==> config.mk <==
export PLATFORM = sky130hd
export DESIGN_NAME = multi_cycle_ctrl
export DESIGN_NICKNAME = d
export VERILOG_FILES = /design/src/rtl/multi_cycle_ctrl_pkg.sv /design/src/rtl/multi_cycle_ctrl_op_decode.sv /design/src/rtl/multi_cycle_ctrl.sv
export SDC_FILE = /design/constraint.sdc
export NUM_CORES = 1
export LEC_CHECK = 0
export ABC_AREA = 1
export BUFFER_PORTS_ARGS = -buffer_cell sky130_fd_sc_hd__buf_2
export CORE_MARGIN = 2
export CORE_UTILIZATION = 41
export CTS_CLUSTER_DIAMETER = 60
export DETAILED_ROUTE_END_ITERATION = 16
export GPL_ROUTABILITY_DRIVEN = 0
export PLACE_DENSITY = 0.88
export SLEW_MARGIN = 20
export SYNTH_ARGS = -nofsm -noshare
export SYNTH_HDL_FRONTEND = slang
export SYNTH_HIERARCHICAL = 1
export SYNTH_SLANG_ARGS = --single-unit
==> constraint.sdc <==
create_clock -name clk -period 1.76 [get_ports clk]
set_input_delay 0.264 -clock clk [delete_from_list [all_inputs] [get_ports clk]]
set_output_delay 0.264 -clock clk [all_outputs]
set_load 0.01 [all_outputs]
==> src/rtl/multi_cycle_ctrl_pkg.sv <==
// Shared encodings for the multi-cycle controller.
// Holds FSM states, opcodes, ALUop codes and instruction classes.
package multi_cycle_ctrl_pkg;

   typedef enum logic [2:0] {
      S_INIT = 3'd0,
      S_IF   = 3'd1,
      S_ID   = 3'd2,
      S_EX   = 3'd3,
      S_MEM  = 3'd4,
      S_WB   = 3'd5
   } state_t;

   typedef enum logic [2:0] {
      C_NOP = 3'd0,
      C_R   = 3'd1,
      C_IMM = 3'd2,
      C_LW  = 3'd3,
      C_SW  = 3'd4,
      C_BEQ = 3'd5,
      C_BNE = 3'd6,
      C_J   = 3'd7
   } cls_t;

   localparam logic [5:0] OP_R     = 6'b000000;
   localparam logic [5:0] OP_ADDIU = 6'b001001;
   localparam logic [5:0] OP_SLTI  = 6'b001010;
   localparam logic [5:0] OP_ANDI  = 6'b001100;
   localparam logic [5:0] OP_ORI   = 6'b001101;
   localparam logic [5:0] OP_XORI  = 6'b001110;
   localparam logic [5:0] OP_LW    = 6'b100011;
   localparam logic [5:0] OP_SW    = 6'b101011;
   localparam logic [5:0] OP_BEQ   = 6'b000100;
   localparam logic [5:0] OP_BNE   = 6'b000101;
   localparam logic [5:0] OP_J     = 6'b000010;

   localparam logic [2:0] ALU_ADD  = 3'b000;
   localparam logic [2:0] ALU_SUB  = 3'b001;
   localparam logic [2:0] ALU_SLT  = 3'b010;
   localparam logic [2:0] ALU_RTYP = 3'b011;
   localparam logic [2:0] ALU_AND  = 3'b100;
   localparam logic [2:0] ALU_OR   = 3'b101;
   localparam logic [2:0] ALU_XOR  = 3'b110;

endpackage

==> src/rtl/multi_cycle_ctrl_op_decode.sv <==
// Opcode decoder: class, EX-state ALUop, supported flag.
// Ports: i_opcode in; o_cls, o_alu_op, o_supported out.
module ctrl_op_decode
   import multi_cycle_ctrl_pkg::*;
(
   input  logic [5:0] i_opcode,
   output cls_t       o_cls,
   output logic [2:0] o_alu_op,
   output logic       o_supported
);

   always_comb begin
      o_cls       = C_NOP;
      o_alu_op    = ALU_ADD;
      o_supported = 1'b1;
      case (i_opcode)
         OP_R: begin
            o_cls    = C_R;
            o_alu_op = ALU_RTYP;
         end
         OP_ADDIU: o_cls = C_IMM;
         OP_SLTI: begin
            o_cls    = C_IMM;
            o_alu_op = ALU_SLT;
         end
         OP_ANDI: begin
            o_cls    = C_IMM;
            o_alu_op = ALU_AND;
         end
         OP_ORI: begin
            o_cls    = C_IMM;
            o_alu_op = ALU_OR;
         end
         OP_XORI: begin
            o_cls    = C_IMM;
            o_alu_op = ALU_XOR;
         end
         OP_LW: o_cls = C_LW;
         OP_SW: o_cls = C_SW;
         OP_BEQ: begin
            o_cls    = C_BEQ;
            o_alu_op = ALU_SUB;
         end
         OP_BNE: begin
            o_cls    = C_BNE;
            o_alu_op = ALU_SUB;
         end
         OP_J: o_cls = C_J;
         default: o_supported = 1'b0;
      endcase
   end

endmodule

==> src/rtl/multi_cycle_ctrl.sv <==
// Multi-cycle CPU control FSM: IF, ID, EX, MEM, WB.
// Ports: clk, resetn, opcode, func, zero, mem_ready in; datapath strobes/selects and state_o out.
module multi_cycle_ctrl
   import multi_cycle_ctrl_pkg::*;
(
   input  logic       clk,
   input  logic       resetn,
   input  logic [5:0] opcode,
   input  logic [5:0] func,
   input  logic       zero,
   input  logic       mem_ready,
   output logic       inst_req,
   output logic       MemRead,
   output logic       MemWrite,
   output logic       IR_write,
   output logic       PC_write,
   output logic       PC_write_cond,
   output logic [1:0] PCSource,
   output logic       ALUSrcA,
   output logic [1:0] ALUSrcB,
   output logic [2:0] ALUop,
   output logic       RegWrite,
   output logic       RegDst,
   output logic       MemtoReg,
   output logic [2:0] state_o
);

   state_t     r_state;
   state_t     w_next;
   cls_t       w_cls;
   logic [2:0] w_ex_aop;
   logic       w_sup;

   // func is decoded by the ALU control unit, not here
   logic w_unused;
   assign w_unused = ^func;

   ctrl_op_decode u_dec (
      .i_opcode    (opcode),
      .o_cls       (w_cls),
      .o_alu_op    (w_ex_aop),
      .o_supported (w_sup)
   );

   always_ff @(posedge clk or negedge resetn) begin
      if (!resetn) r_state <= S_INIT;
      else         r_state <= w_next;
   end

   assign state_o = r_state;

   always_comb begin
      w_next        = S_INIT;
      inst_req      = 1'b0;
      MemRead       = 1'b0;
      MemWrite      = 1'b0;
      IR_write      = 1'b0;
      PC_write      = 1'b0;
      PC_write_cond = 1'b0;
      PCSource      = 2'b00;
      ALUSrcA       = 1'b0;
      ALUSrcB       = 2'b00;
      ALUop         = ALU_ADD;
      RegWrite      = 1'b0;
      RegDst        = 1'b0;
      MemtoReg      = 1'b0;
      case (r_state)
         S_INIT: w_next = S_IF;
         S_IF: begin
            inst_req = 1'b1;
            ALUSrcB  = 2'b01;
            if (mem_ready) begin
               IR_write = 1'b1;
               PC_write = 1'b1;
               w_next   = S_ID;
            end else begin
               w_next = S_IF;
            end
         end
         S_ID: begin
            // precompute branch target into ALUOut
            ALUSrcB = 2'b11;
            if (w_cls == C_J) begin
               PC_write = 1'b1;
               PCSource = 2'b10;
               w_next   = S_IF;
            end else if (!w_sup) begin
               w_next = S_IF;
            end else begin
               w_next = S_EX;
            end
         end
         S_EX: begin
            ALUSrcA = 1'b1;
            ALUop   = w_ex_aop;
            case (w_cls)
               C_R: w_next = S_WB;
               C_IMM: begin
                  ALUSrcB = 2'b10;
                  w_next  = S_WB;
               end
               C_LW, C_SW: begin
                  ALUSrcB = 2'b10;
                  w_next  = S_MEM;
               end
               C_BEQ: begin
                  PCSource      = 2'b01;
                  PC_write_cond = zero;
                  w_next        = S_IF;
               end
               C_BNE: begin
                  PCSource      = 2'b01;
                  PC_write_cond = ~zero;
                  w_next        = S_IF;
               end
               default: w_next = S_IF;
            endcase
         end
         S_MEM: begin
            if (w_cls == C_LW) begin
               MemRead = 1'b1;
               w_next  = mem_ready ? S_WB : S_MEM;
            end else if (w_cls == C_SW) begin
               MemWrite = 1'b1;
               w_next   = mem_ready ? S_IF : S_MEM;
            end else begin
               w_next = S_IF;
            end
         end
         S_WB: begin
            RegWrite = 1'b1;
            RegDst   = (w_cls == C_R);
            MemtoReg = (w_cls == C_LW);
            w_next   = S_IF;
         end
         default: w_next = S_INIT;
      endcase
   end

endmodule

## After elaboration in Yosys (flattened, before gate mapping)

Index checks and enable logic that the tools add are counted.

- Register bits: 3
- Bits of input ports: 16
- Output and inout bits: 20
- Word-level logic and storage cells: 68

- Eq/ne operators: 22
- Multiplexer cells: 34
- Bitwise logic cells: 1
- Reductions and logical operators: 10

Operators by type and width:

| operator | count |
|---|---|
| $eq A6 B4 Y1 const B | 5 |
| $pmux W3 S7 | 1 |
| $eq A3 B3 Y1 const B | 6 |
| $pmux W3 S6 | 1 |
| $mux W1 | 17 |
| $pmux W3 S5 | 1 |
| $eq A3 B2 Y1 const B | 4 |
| $eq A6 B3 Y1 const B | 2 |
| $eq A6 B6 Y1 const B | 2 |
| $mux W3 | 4 |
| $reduce_or A11 Y1 | 1 |
| $mux W2 | 5 |
| $reduce_or A2 Y1 | 5 |
| $eq A3 B1 Y1 const B | 2 |
| $eq A6 B2 Y1 const B | 1 |
| $logic_not A6 Y1 | 1 |
| $pmux W2 S3 | 1 |
| $pmux W3 S2 | 1 |
| $reduce_or A5 Y1 | 1 |
| $pmux W1 S2 | 2 |
| $pmux W2 S2 | 1 |
| $logic_not A3 Y1 | 1 |
| $reduce_or A3 Y1 | 1 |
| $not A1 Y1 | 1 |

## Logic depth before layout (Yosys ltp)

Gate-level depths: netlist of run 1.

- Depth after elaboration: 7
- Mapped depth: 12
- Mapped depth without buffers: 11

## Modules after synthesis

The synthesis of run 1 kept the hierarchy.

By module, submodules not included:

| module | times used | cells each | area each (µm²) | seq. area each (µm²) |
|---|---|---|---|---|
| multi_cycle_ctrl | 1 | 67 | 375.4 | 75.1 |
| ctrl_op_decode | 1 | 42 | 200.2 | 0.0 |

## Least setup slack after synthesis of run 1

No wires, ideal clock.

- Path kind: in2out
- Start: input port opcode[4]
- End: output port MemtoReg
- Data arrival time: 1.291 ns
- Data required time: 1.496 ns
- Setup slack: 0.205 ns
- Stages: 8
- Buffers on the path: 1
- Path through: nor2_4 > nand3_1 > nand2_1 > nor2_2 > nand2_1 > buf_2 > nand3_2 > nor3_1

- Word-level cells in the longest chain between the ends: 5
- Elaborated cells between the ends (all ways): 15
- Classes of those cells: eq/ne (11); mux (2); reduce/logical (2)

RTL lines:

| element | line | RTL |
|---|---|---|
| start: declaration | multi_cycle_ctrl.sv:8 | `input logic [5:0] opcode,` |
| $eq A6 B4 Y1 | multi_cycle_ctrl_op_decode.sv:16 | `case (i_opcode)` |
| $reduce_or A5 Y1 (no source line) | - |  |
| $pmux W3 S7 * | multi_cycle_ctrl_op_decode.sv:16 |  |
| net w_cls[1] | multi_cycle_ctrl.sv:30 | `cls_t w_cls;` |
| $eq A3 B2 Y1 * | multi_cycle_ctrl.sv:133 | `MemtoReg = (w_cls == C_LW);` |
| $mux W1 * | multi_cycle_ctrl.sv:67 | `case (r_state)` |
| end: declaration | multi_cycle_ctrl.sv:24 | `output logic MemtoReg,` |

The timed path passes the listed nets; every way through them passes the cells marked *.

## Worst setup path in the final report of run 1

- Start: input port opcode[2]
- End: output port ALUSrcB[1]

- Word-level cells in the longest chain between the ends: 7
- Elaborated cells between the ends (all ways): 19
- Classes of those cells: eq/ne (13); mux (3); reduce/logical (3)

RTL lines:

| element | line | RTL |
|---|---|---|
| $eq A6 B4 Y1 | multi_cycle_ctrl_op_decode.sv:16 |  |
| $reduce_or A5 Y1 (no source line) | - |  |
| $pmux W3 S7 * | multi_cycle_ctrl_op_decode.sv:16 |  |
| net w_cls[0] | multi_cycle_ctrl.sv:30 |  |
| $eq A3 B2 Y1 or $eq A3 B3 Y1 (tied branches) | multi_cycle_ctrl.sv:96 | `case (w_cls)` |
| $reduce_or A3 Y1 (no source line) * | - |  |
| $mux W2 * | multi_cycle_ctrl.sv:96 |  |
| $pmux W2 S3 * | multi_cycle_ctrl.sv:67 |  |
| end: declaration | multi_cycle_ctrl.sv:20 | `output logic [1:0] ALUSrcB,` |

Marks and branches as above.

==> results.md, run 1 <==
* Outcome: finished, violations left
* Failing checks: negative setup slack
* CORE AREA at 1300 sq um
* Max Clk Rate at 561 MHz
* Yosys warnings at 6
* Ant diodes at 0
* Gr usage total at 23.7%
* IO Pins at 36
* CTS Buf Count at 3
* CP arrival at 1.52 ns
* Final hold violations at 0
* Normalized max-slew margin at 83.2%
* Rows at 13
* Initial Util at 44.2%
* DRT Pass-1 Iters at 4
* Max reg flops at 3
* Initial DRC count at 49
* Most common cell after layout, fill and taps aside: buf_2
* Worst hold path type: primary input to register
* Area of placed instances at 772 sq um
* Slew Viols, Final at 0
* Number of port buffers at 29
* Detail Route Antenna Nets at 0
* CTS tree: yes
* Worst IR Drop VDD at 476 uV
* Layout cells sized above 1 at 58.9%
* Design area at 1010 sq um
* Vias post-DR at 929
* Placed Cells at 157
* Antenna violations before repair at 0
* Syn Nets at 125
* Number of vias per cell at 5.60
* Clock sinks at 3
* Layout area overhead at 75.4%
* H-Tree Depth at 1
* Largest net degree at the start of global routing at 9
* Worst-Skew Late Latency at 0.23 ns
* Finished Layout Cells at 166
* Dpl hpwl at 1340 um
* Crit Path Max Fanout at 4
* Die Span X at 41.5 um
* First-pass GRT wire length at 3250 um
* RSZ-0062 raised after global routing: true
* Die H at 41.5 um
* WHS at 0.369 ns
* Fin crit share at 101%
* Root Buffer: clkbuf_4
* Mapped Area at 576 sq um
* Drt drc at 0
* Maxcap violations at 0
* Worst EP required at 1.50 ns
* Minimum clock period at 1.78 ns
* CP Class: primary input to output port
* Clock transition at path regs at 0.04 ns
* Clk_skew at 0.00145 ns
* Setup ws final at -0.0228 ns
* Static Leak at 0.546 nW
* Worst setup SP type: primary input
* Number of nets in the layout at 168
* Most frequent cells in the layout: buf_2, inv_1, nand3_1
* FILL cells at 92
* Vias in the first global route at 806
* Global route total overflow at 0
* Syn_area_per_cell at 5.28 sq um
* Routed wire length at 2370 um
* CP Capture Type: output port
* Seq/Total Area, Yosys at 13.0%
* DR WL/cell at 14.2 um
* Die area at 1720 sq um
* Yosys reg bits at 3
* Measured slew at the worst slew-check pin at 0.251 ns
* Pwr Density at 697 nW/um^2
* Post-Syn Instances at 109
* Post-synth cell types at 17
* Max Root-Sink Buffers at 2
* Final setup violation count at 3
## routing by layer
layer  vias to the layer above  track usage (%)  share of wire [%]
met4                         0             11.0                3.2
li1                        433                -                  -
met1                       417             26.5                 39
met5                         -                0                  0
met2                        69             41.6                 49
met3                        10             5.65                8.7
## final cells by class
| cell class | instances | area [sq um] | share of cell area, % |
|---|---|---|---|
| well taps | 15 | 18.8 | 1.86 |
| multi-input cells | 82 | 538 | 53.3 |
| clock buffers | 4 | 26.3 | 2.60 |
| inverters | 24 | 95.1 | 9.42 |
| flip-flops and latches | 3 | 75.1 | 7.43 |
| repair buffers | 38 | 256 | 25.4 |
## timing repair
item,in CTS,in global routing
setup endpoints to repair,9,9
endpoints found under the hold margin,3,0
hold buffers,1,0
pin swaps,2,18
gates resized for setup,4,55
setup buffers,2,1
cloned,1,0
## where the power goes
group / total, W / internal (W) / switching [W]
registers: 0.000127 / 0.0000914 / 0.0000355
logic: 0.000451 / 0.000168 / 0.000283
clock network: 0.000126 / 0.0000853 / 0.0000407
## worst max-delay path: stages
cell and delay [ns]:
buf_4 0.14, inv_2 0.08, nor2_4 0.04, nand3_2 0.11, nand4_1 0.18, buf_6 0.19, nor2_4 0.13, nand2_2 0.08
nand2_1 0.08, nand2_2 0.05, nand2_1 0.05, buf_2 0.13
## through the flow
step / power (W) / worst slack (ns) / utilization [%] / setup TNS, ns
3_3_place_gp: 0.000500 / -0.0616 / 59.3 / -0.177
4_1_cts: 0.000644 / -0.0148 / 64.3 / -0.0148
5_1_grt: 0.000755 / -0.0976 / 77.6 / -0.389
6_report: 0.000704 / -0.0228 / 77.6 / -0.0512
3_5_place_dp: 0.000510 / -0.111 / 59.3 / -0.482
2_1_floorplan: 0.000368 / 0.205 / - / 0
## path summary, 6_finish.rpt
check	slack, ns	start	to	cells after the start
worst min register to register	0.76	state_o[2]	state_o[1]	3
worst min-delay path	0.37	mem_ready	state_o[1]	3
worst max-delay path	-0.02	opcode[2]	ALUSrcB[1]	12
worst max register to register	0.56	state_o[2]	state_o[2]	6
min in group asynchronous	0.38	resetn	state_o[1]	2
max in group asynchronous	1.28	resetn	state_o[2]	2
## cell usage after synthesis
master	count	area, sq um
o21ai_0	1	5.00
nor2_4	2	22.5
nand2_1	18	67.6
nand4_1	3	18.8
buf_2	1	5.00
nor3_1	2	10.0
nand3_1	20	100
nand3_2	4	40.0
nand2_2	3	18.8
o21ai_1	2	10.0
inv_2	5	18.8
dfrtp_1	3	75.1
inv_1	19	71.3
nor2_1	20	75.1
a21oi_2	1	8.76
a21oi_1	2	10.0
nor2_2	3	18.8
## cells by family after synthesis
kind of cell | Yosys count | share of synthesized area (%)
compound gates | 6 | 5.87
buf+inv | 25 | 16.5
flops | 3 | 13.0
simple gates | 75 | 64.6
Note: power is estimated with default switching activity, not from simulation.
==> run 2: changes to the inputs <==
--- a/config.mk
+++ b/config.mk
@@ -8,11 +8,11 @@
 export ABC_AREA = 1
 export BUFFER_PORTS_ARGS = -buffer_cell sky130_fd_sc_hd__buf_2
 export CORE_MARGIN = 2
-export CORE_UTILIZATION = 41
+export CORE_UTILIZATION = 37
 export CTS_CLUSTER_DIAMETER = 60
 export DETAILED_ROUTE_END_ITERATION = 16
 export GPL_ROUTABILITY_DRIVEN = 0
-export PLACE_DENSITY = 0.88
+export PLACE_DENSITY = 0.85
 export SLEW_MARGIN = 20
 export SYNTH_ARGS = -nofsm -noshare
 export SYNTH_HDL_FRONTEND = slang
==> constraint.sdc (replaced) <==
create_clock -name clk -period 1.5 [get_ports clk]
set_input_delay 0.225 -clock clk [delete_from_list [all_inputs] [get_ports clk]]
set_output_delay 0.225 -clock clk [all_outputs]
set_load 0.01 [all_outputs]
==> run 2 against run 1 <==
The flow still finishes with violations (negative setup slack). Count of clock-buffer cells in the layout stayed put. Combinational power is 49% higher. Non-clock buffer count is 21 higher. Worst hold slack worse by 0.067 ns. Via count is 13% higher. Worst setup slack worse by 0.19 ns. Sequential share of layout area is 1.6 points lower.
==> results.md, run 2 (same netlist as run 1, synthesis figures left out) <==
* Outcome: finished, violations left
* Critical path's most frequent cell: nand3_4
* Number of vias per cell at 5.61 (+0.18%)
* Clock transition at path regs at 0.04 ns (about the same)
* Layout area overhead at 130%
* Worst IR Drop VDD at 511 uV (+7.4%)
* Crit path depth at 9 (-3)
* Crit path largest cell delay at 0.18 ns (about the same)
* Clk_skew at 0.00628 ns (+0.00483 ns)
* H-Tree Depth at 1 (unchanged)
* Vias post-DR at 1054 (+13%)
* Detail Route Antenna Nets at 0 (unchanged)
* Sequential share of power at 16.7% (-1.3 points)
* Die area at 1890 sq um (+9.8%)
* Number of port buffers at 29 (unchanged)
* Largest net degree at the start of global routing at 8 (-1)
* Dpl hpwl at 1370 um (+1.9%)
* CP Capture Type: output port
* Max Clk Rate at 583 MHz
* Root Buffer: clkbuf_4
* Fin crit share at 114%
* Initial DRC count at 58 (+18%)
* Design area at 1320 sq um (+31%)
* Global route total overflow at 0 (unchanged)
* Worst hold path type: primary input to register
* Critical path, cell by cell: buf_8 > nor2_4 > buf_6 > nand3_4 > nand4_1 > buf_4 > nand3_4 > nor3_2 > buf_2
* CP Class: primary input to output port
* Worst hold stages at 3 (unchanged)
* Die Span X at 43.4 um (+4.8%)
* Measured slew at the worst slew-check pin at 0.248 ns (-0.00334 ns)
* Sw frac at 50.3% (-0.77 points)
* Routed wire length at 3200 um (+35%)
* RSZ-0062 raised after global routing: true
* Max reg flops at 3 (unchanged)
* Rows at 14 (+1)
* Clock sinks at 3 (unchanged)
* Most common cell after layout, fill and taps aside: buf_4
* Max Root-Sink Buffers at 2 (unchanged)
* Final setup violation count at 10 (+7)
* CP max stage cell: buf_2
* CTS tree: yes
* Pwr Density at 740 nW/um^2 (+6.1%)
* Initial Util at 38.7% (-5.6 points)
* Die H at 43.4 um (+4.8%)
* Antenna violations before repair at 0 (unchanged)
* DRT Pass-1 Iters at 4 (unchanged)
* DR WL/cell at 17.0 um (+20%)
* Static Leak at 0.656 nW (+20%)
* Layout cells sized above 1 at 71.5% (+13 points)
* Drt drc at 0 (unchanged)
* Int Pwr at 0.000487 W (+41%)
* Ant diodes at 0 (unchanged)
* Slew Viols, Final at 0 (unchanged)
* Net switching power at 0.000491 W (+37%)
* Register area at 77.6 sq um (+3.3%)
* Area of placed instances at 788 sq um (+2.1%)
* Maxcap violations at 0 (unchanged)
* FILL cells at 76 (-17%)
* Crit Path Max Fanout at 4 (unchanged)
* Fin util at 88.7% (+11 points)
* Final hold violations at 0 (unchanged)
* IO Pins at 36 (unchanged)
* Minimum clock period at 1.71 ns
* Family with the most delay on the worst path: simple AND/OR/NAND/NOR gates
* First-pass GRT wire length at 4080 um (+25%)
* Most frequent cells in the layout: buf_4, buf_2, nor2_1
* CP arrival at 1.49 ns (-0.03 ns)
* Worst setup SP type: primary input
* Normalized max-slew margin at 83.5% (+0.22 points)
* Vias in the first global route at 893 (+11%)
* CTS Buf Count at 3 (unchanged)
* Number of nets in the layout at 189 (+13%)
* Worst-Skew Late Latency at 0.23 ns (about the same)
* Worst EP required at 1.27 ns (-0.23 ns)
* Combinational cell fraction of total power at 68.9% (+4.8 points)
* Sum of buffers and inverters on the critical path at 4 (unchanged)
* Gr usage total at 28.3% (+4.6 points)
* Clock share of power at 14.4% (-3.5 points)
* Reg2reg path depth at 6 (unchanged)
* Failing checks: negative setup slack
* CORE AREA at 1490 sq um (+14%)
* Multi-input logic area at 639 sq um (+19%)
* Setup ws final at -0.214 ns (-0.191 ns)
==> run 2: cell count changes in the layout (fill, tap and decap cells not counted), moves of 2 or more <==
cell     delta
buf_12      +2
buf_4      +18
dfrtp_1     -2
dfrtp_2     +2
inv_1       -4
inv_4       +2
nand2_1     -3
nand2_8     +2
nand3_1     -4
nand3_2     -2
nand3_4     +6
==> run 2: area by class of cell <==
cell class | instances | share of cell area, %
inverters | 24 | 7.95
flip-flops and latches | 3 | 5.87
clock buffers | 4 | 1.99
well taps | 16 | 1.52
repair buffers | 59 | 34.3
multi-input cells | 82 | 48.4
==> run 2: per-layer routing <==
metal	track usage, %	vias to the layer above	wire [um]
li1	-	479	-
met1	37.7	479	1290
met2	47.5	76	1460
met3	2.50	20	303
met4	10.3	0	145
met5	0	-	0
==> run 2: power groups by stage <==
stage / Sequential [W] / Clock (W) / Combinational, W
after CTS: 0.000154 / 0.000140 / 0.000545
after global routing: 0.000167 / 0.000146 / 0.000712
final: 0.000163 / 0.000141 / 0.000674
after floorplan: 0.000158 / 0 / 0.000275
after global placement: 0.000146 / 0 / 0.000442
after detailed placement: 0.000147 / 0 / 0.000453
==> run 2: final timing paths <==
kind                            slack, ns  startpoint    endpoint
worst max-delay path                -0.21   opcode[4]    MemtoReg
worst min register to register       0.71  state_o[2]  state_o[1]
worst min-delay path                 0.30   mem_ready  state_o[1]
worst max register to register       0.33  state_o[2]  state_o[2]
min in group asynchronous            0.35      resetn  state_o[0]
max in group asynchronous            1.03      resetn  state_o[1]
==> run 2: per-stage QoR <==
| step | hold slack, ns | TNS, ns | total power, W | instances | worst slack, ns |
|---|---|---|---|---|---|
| floorplan | -0.0706 | 0 | 0.000432 | 109 | 0.0230 |
| global placement | 0.0210 | -1.64 | 0.000588 | 160 | -0.235 |
| detailed placement | 0.0225 | -2.58 | 0.000599 | 160 | -0.335 |
| CTS | 0.300 | -0.640 | 0.000838 | 175 | -0.100 |
| global route | 0.314 | -2.23 | 0.00102 | 188 | -0.276 |
| finish | 0.302 | -1.47 | 0.000978 | 188 | -0.214 |
==> run 2: worst min-delay path: cells and delay by family <==
| family | cells | cell delay (ns) |
|---|---|---|
| AO/OA/AOI/OAI | 1 | 0.08 |
| buffers and inverters | 1 | 0.11 |
| AND/OR/NAND/NOR | 1 | 0.07 |
==> run 2: repair_timing <==
item	in CTS	in global routing
pin swaps	15	18
setup buffers	9	14
endpoints found under the setup margin	9	15
gates resized for setup	51	39
cloned	1	0
endpoints found under the hold margin	3	0
hold buffers	1	0
==> run 3: changes to the inputs <==
--- a/config.mk
+++ b/config.mk
@@ -7,12 +7,13 @@
 export LEC_CHECK = 0
 export ABC_AREA = 1
 export BUFFER_PORTS_ARGS = -buffer_cell sky130_fd_sc_hd__buf_2
-export CORE_MARGIN = 2
+export CORE_MARGIN = 5
 export CORE_UTILIZATION = 37
 export CTS_CLUSTER_DIAMETER = 60
 export DETAILED_ROUTE_END_ITERATION = 16
 export GPL_ROUTABILITY_DRIVEN = 0
 export PLACE_DENSITY = 0.85
+export SETUP_SLACK_MARGIN = 0.05
 export SLEW_MARGIN = 20
 export SYNTH_ARGS = -nofsm -noshare
 export SYNTH_HDL_FRONTEND = slang
==> run 3 against run 2 <==
The run still ends with negative setup slack left. Core utilization grew 3.0 points. Critical endpoint is now PCSource[1]. Via count grew 1.8%. First-iteration DRC count grew 12%.
==> results.md, run 3 (same netlist as run 1, synthesis figures left out) <==
* Outcome: finished, violations left
* Failing checks: negative setup slack
* Layout area overhead at 137%
* Pwr Density at 764 nW/um^2 (+3.2%)
* Most common cell after layout, fill and taps aside: buf_2
* Number of vias per cell at 5.77 (+2.9%)
* Crit path largest cell delay at 0.21 ns (+0.03 ns)
* Measured slew at the worst slew-check pin at 0.249 ns (+0.00140 ns)
* Largest net degree at the start of global routing at 9 (+1)
* R2r setup slk at 0.17 ns (-0.16 ns)
* CP max stage cell: nor2_1
* Crit path depth at 9 (unchanged)
* Number of nets in the layout at 187 (-1.1%)
* Antenna violations before repair at 0 (unchanged)
* WHS at 0.341 ns (+0.0397 ns)
* Rows at 14 (unchanged)
* Sum of buffers and inverters on the critical path at 4 (unchanged)
* Static Leak at 0.673 nW (+2.7%)
* Clk_skew at 0.00170 ns (-0.00458 ns)
* Worst EP required at 1.27 ns (about the same)
* Drt drc at 0 (unchanged)
* Clock sinks at 3 (unchanged)
* Most frequent cells in the layout: buf_2, buf_4, buf_6
* Vias in the first global route at 889 (-0.45%)
* CORE AREA at 1490 sq um (unchanged)
* Global route total overflow at 0 (unchanged)
* Routed metal-1 wirelength at 1380 um (+6.7%)
* Worst-Skew Late Latency at 0.23 ns (about the same)
* Fin Setup TNS at -1.73 ns (-0.255 ns)
* Max reg flops at 3 (unchanged)
* Initial Util at 38.7% (unchanged)
* DR WL/cell at 19.2 um (+13%)
* Fin util at 91.8% (+3.0 points)
* DRT Pass-1 Iters at 4 (unchanged)
* Finished Layout Cells at 186 (-1.1%)
* First-pass GRT wire length at 4180 um (+2.6%)
* Clock transition at path regs at 0.04 ns (about the same)
* Crit Path Max Fanout at 7 (+3)
* Dpl hpwl at 1390 um (+1.9%)
* Initial DRC count at 65 (+12%)
* Worst hold path type: primary input to asynchronous set/reset pin
* CTS tree: yes
* IO Pins at 36 (unchanged)
* Maxcap violations at 0 (unchanged)
* H-Tree Depth at 1 (unchanged)
* Routed wire length at 3580 um (+12%)
* Slew Viols, Final at 0 (unchanged)
* Root Buffer: clkbuf_4
* Net switching power at 0.000537 W (+9.3%)
* Reg2Reg Launch Point: state_o[2]
* Die H at 49.4 um (+14%)
* Critical path, cell by cell: buf_6 > inv_1 > nor2_1 > nand3_2 > nand4_1 > buf_6 > nand3_2 > nor2_1 > buf_2
* Placed Cells at 163 (+1.9%)
* Fin crit share at 116% (+1.6 points)
* Uppermost layer routed: met4
* WL met3 at 328 um (+8.3%)
* Die area at 2440 sq um (+30%)
* Int Pwr at 0.000506 W (+4.0%)
* CP Capture Type: output port
* Worst IR Drop VDD at 690 uV (+35%)
* Vias post-DR at 1073 (+1.8%)
* CTS Buf Count at 3 (unchanged)
* RSZ-0062 raised after global routing: true
* Final hold violations at 0 (unchanged)
* Layout cells sized above 1 at 75.3% (+3.8 points)
* Gr usage total at 21.3% (-7.0 points)
* CP startpoint: opcode[5]
* Detail Route Antenna Nets at 0 (unchanged)
* Number of port buffers at 29 (unchanged)
* Sequential share of power at 16.1% (-0.6 points)
* FILL cells at 51 (-33%)
* Final setup violation count at 13 (+3)
* Ant diodes at 0 (unchanged)
* Normalized max-slew margin at 83.3% (-0.15 points)
* Sw frac at 51.5% (+1.3 points)
* Die Span X at 49.4 um (+14%)
* Combinational cell fraction of total power at 69.4% (+0.5 points)
* Minimum clock period at 1.74 ns (+0.0239 ns)
* Clock share of power at 14.5% (about the same)
* Setup ws final at -0.238 ns (-0.0239 ns)
* Max Clk Rate at 575 MHz (-1.4%)
* Reg2reg path depth at 7 (+1)
* Worst setup SP type: primary input
* Max Root-Sink Buffers at 2 (unchanged)
* Pre-CTS WS at -0.230 ns (+0.105 ns)
* Routed met2 length at 1680 um (+15%)
* Family with the most delay on the worst path: simple AND/OR/NAND/NOR gates
* CP Class: primary input to output port
* CP arrival at 1.51 ns (+0.02 ns)
-- run 3: cell types whose count changed in the layout (fill, tap and decap cells not counted), sizes merged --
cell  delta
buf      -1
nor2     -1
-- run 3: layout make-up --
cell class / instances / area (sq um) / area share, %
clock buffers: 4 / 26.3 / 1.92
multi-input cells: 81 / 668 / 48.9
inverters: 24 / 105 / 7.69
flip-flops and latches: 3 / 78.8 / 5.77
repair buffers: 58 / 468 / 34.2
well taps: 16 / 20.0 / 1.47
-- run 3: path summary, 6_finish.rpt --
check | endpoint
max in group asynchronous | state_o[1]
worst max register to register | state_o[2]
min in group clk | state_o[1]
worst min register to register | state_o[1]
worst min-delay path | state_o[2]
worst max-delay path | PCSource[1]
-- run 3: repair_timing --
| action | CTS | global route |
|---|---|---|
| setup buffers | 13 | 9 |
| pin swaps | 20 | 22 |
| gates resized for setup | 48 | 53 |
| hold endpoints to repair | 3 | 0 |
| hold buffers | 1 | 0 |
| setup endpoints to repair | 14 | 15 |
-- run 3: stage by stage --
step	instance area, sq um	total power, W
floorplan	581	0.000435
global placement	816	0.000612
detailed placement	816	0.000620
CTS	1100	0.000841
global route	1370	0.00111
finish	1370	0.00104
-- run 3: layer usage --
layer / GRT usage, % / vias to the layer above
met3: 1.83 / 21
met5: 0 / -
li1: - / 468
met1: 28.5 / 495
met2: 34.8 / 89
met4: 8.30 / 0
-- run 3: power by group through the flow --
stage | registers [W] | clock network [W] | logic [W]
6_report | 0.000168 | 0.000151 | 0.000724
5_1_grt | 0.000173 | 0.000161 | 0.000777
3_3_place_gp | 0.000147 | 0 | 0.000465
3_5_place_dp | 0.000147 | 0 | 0.000473
2_1_floorplan | 0.000158 | 0 | 0.000278
4_1_cts | 0.000146 | 0.000142 | 0.000554
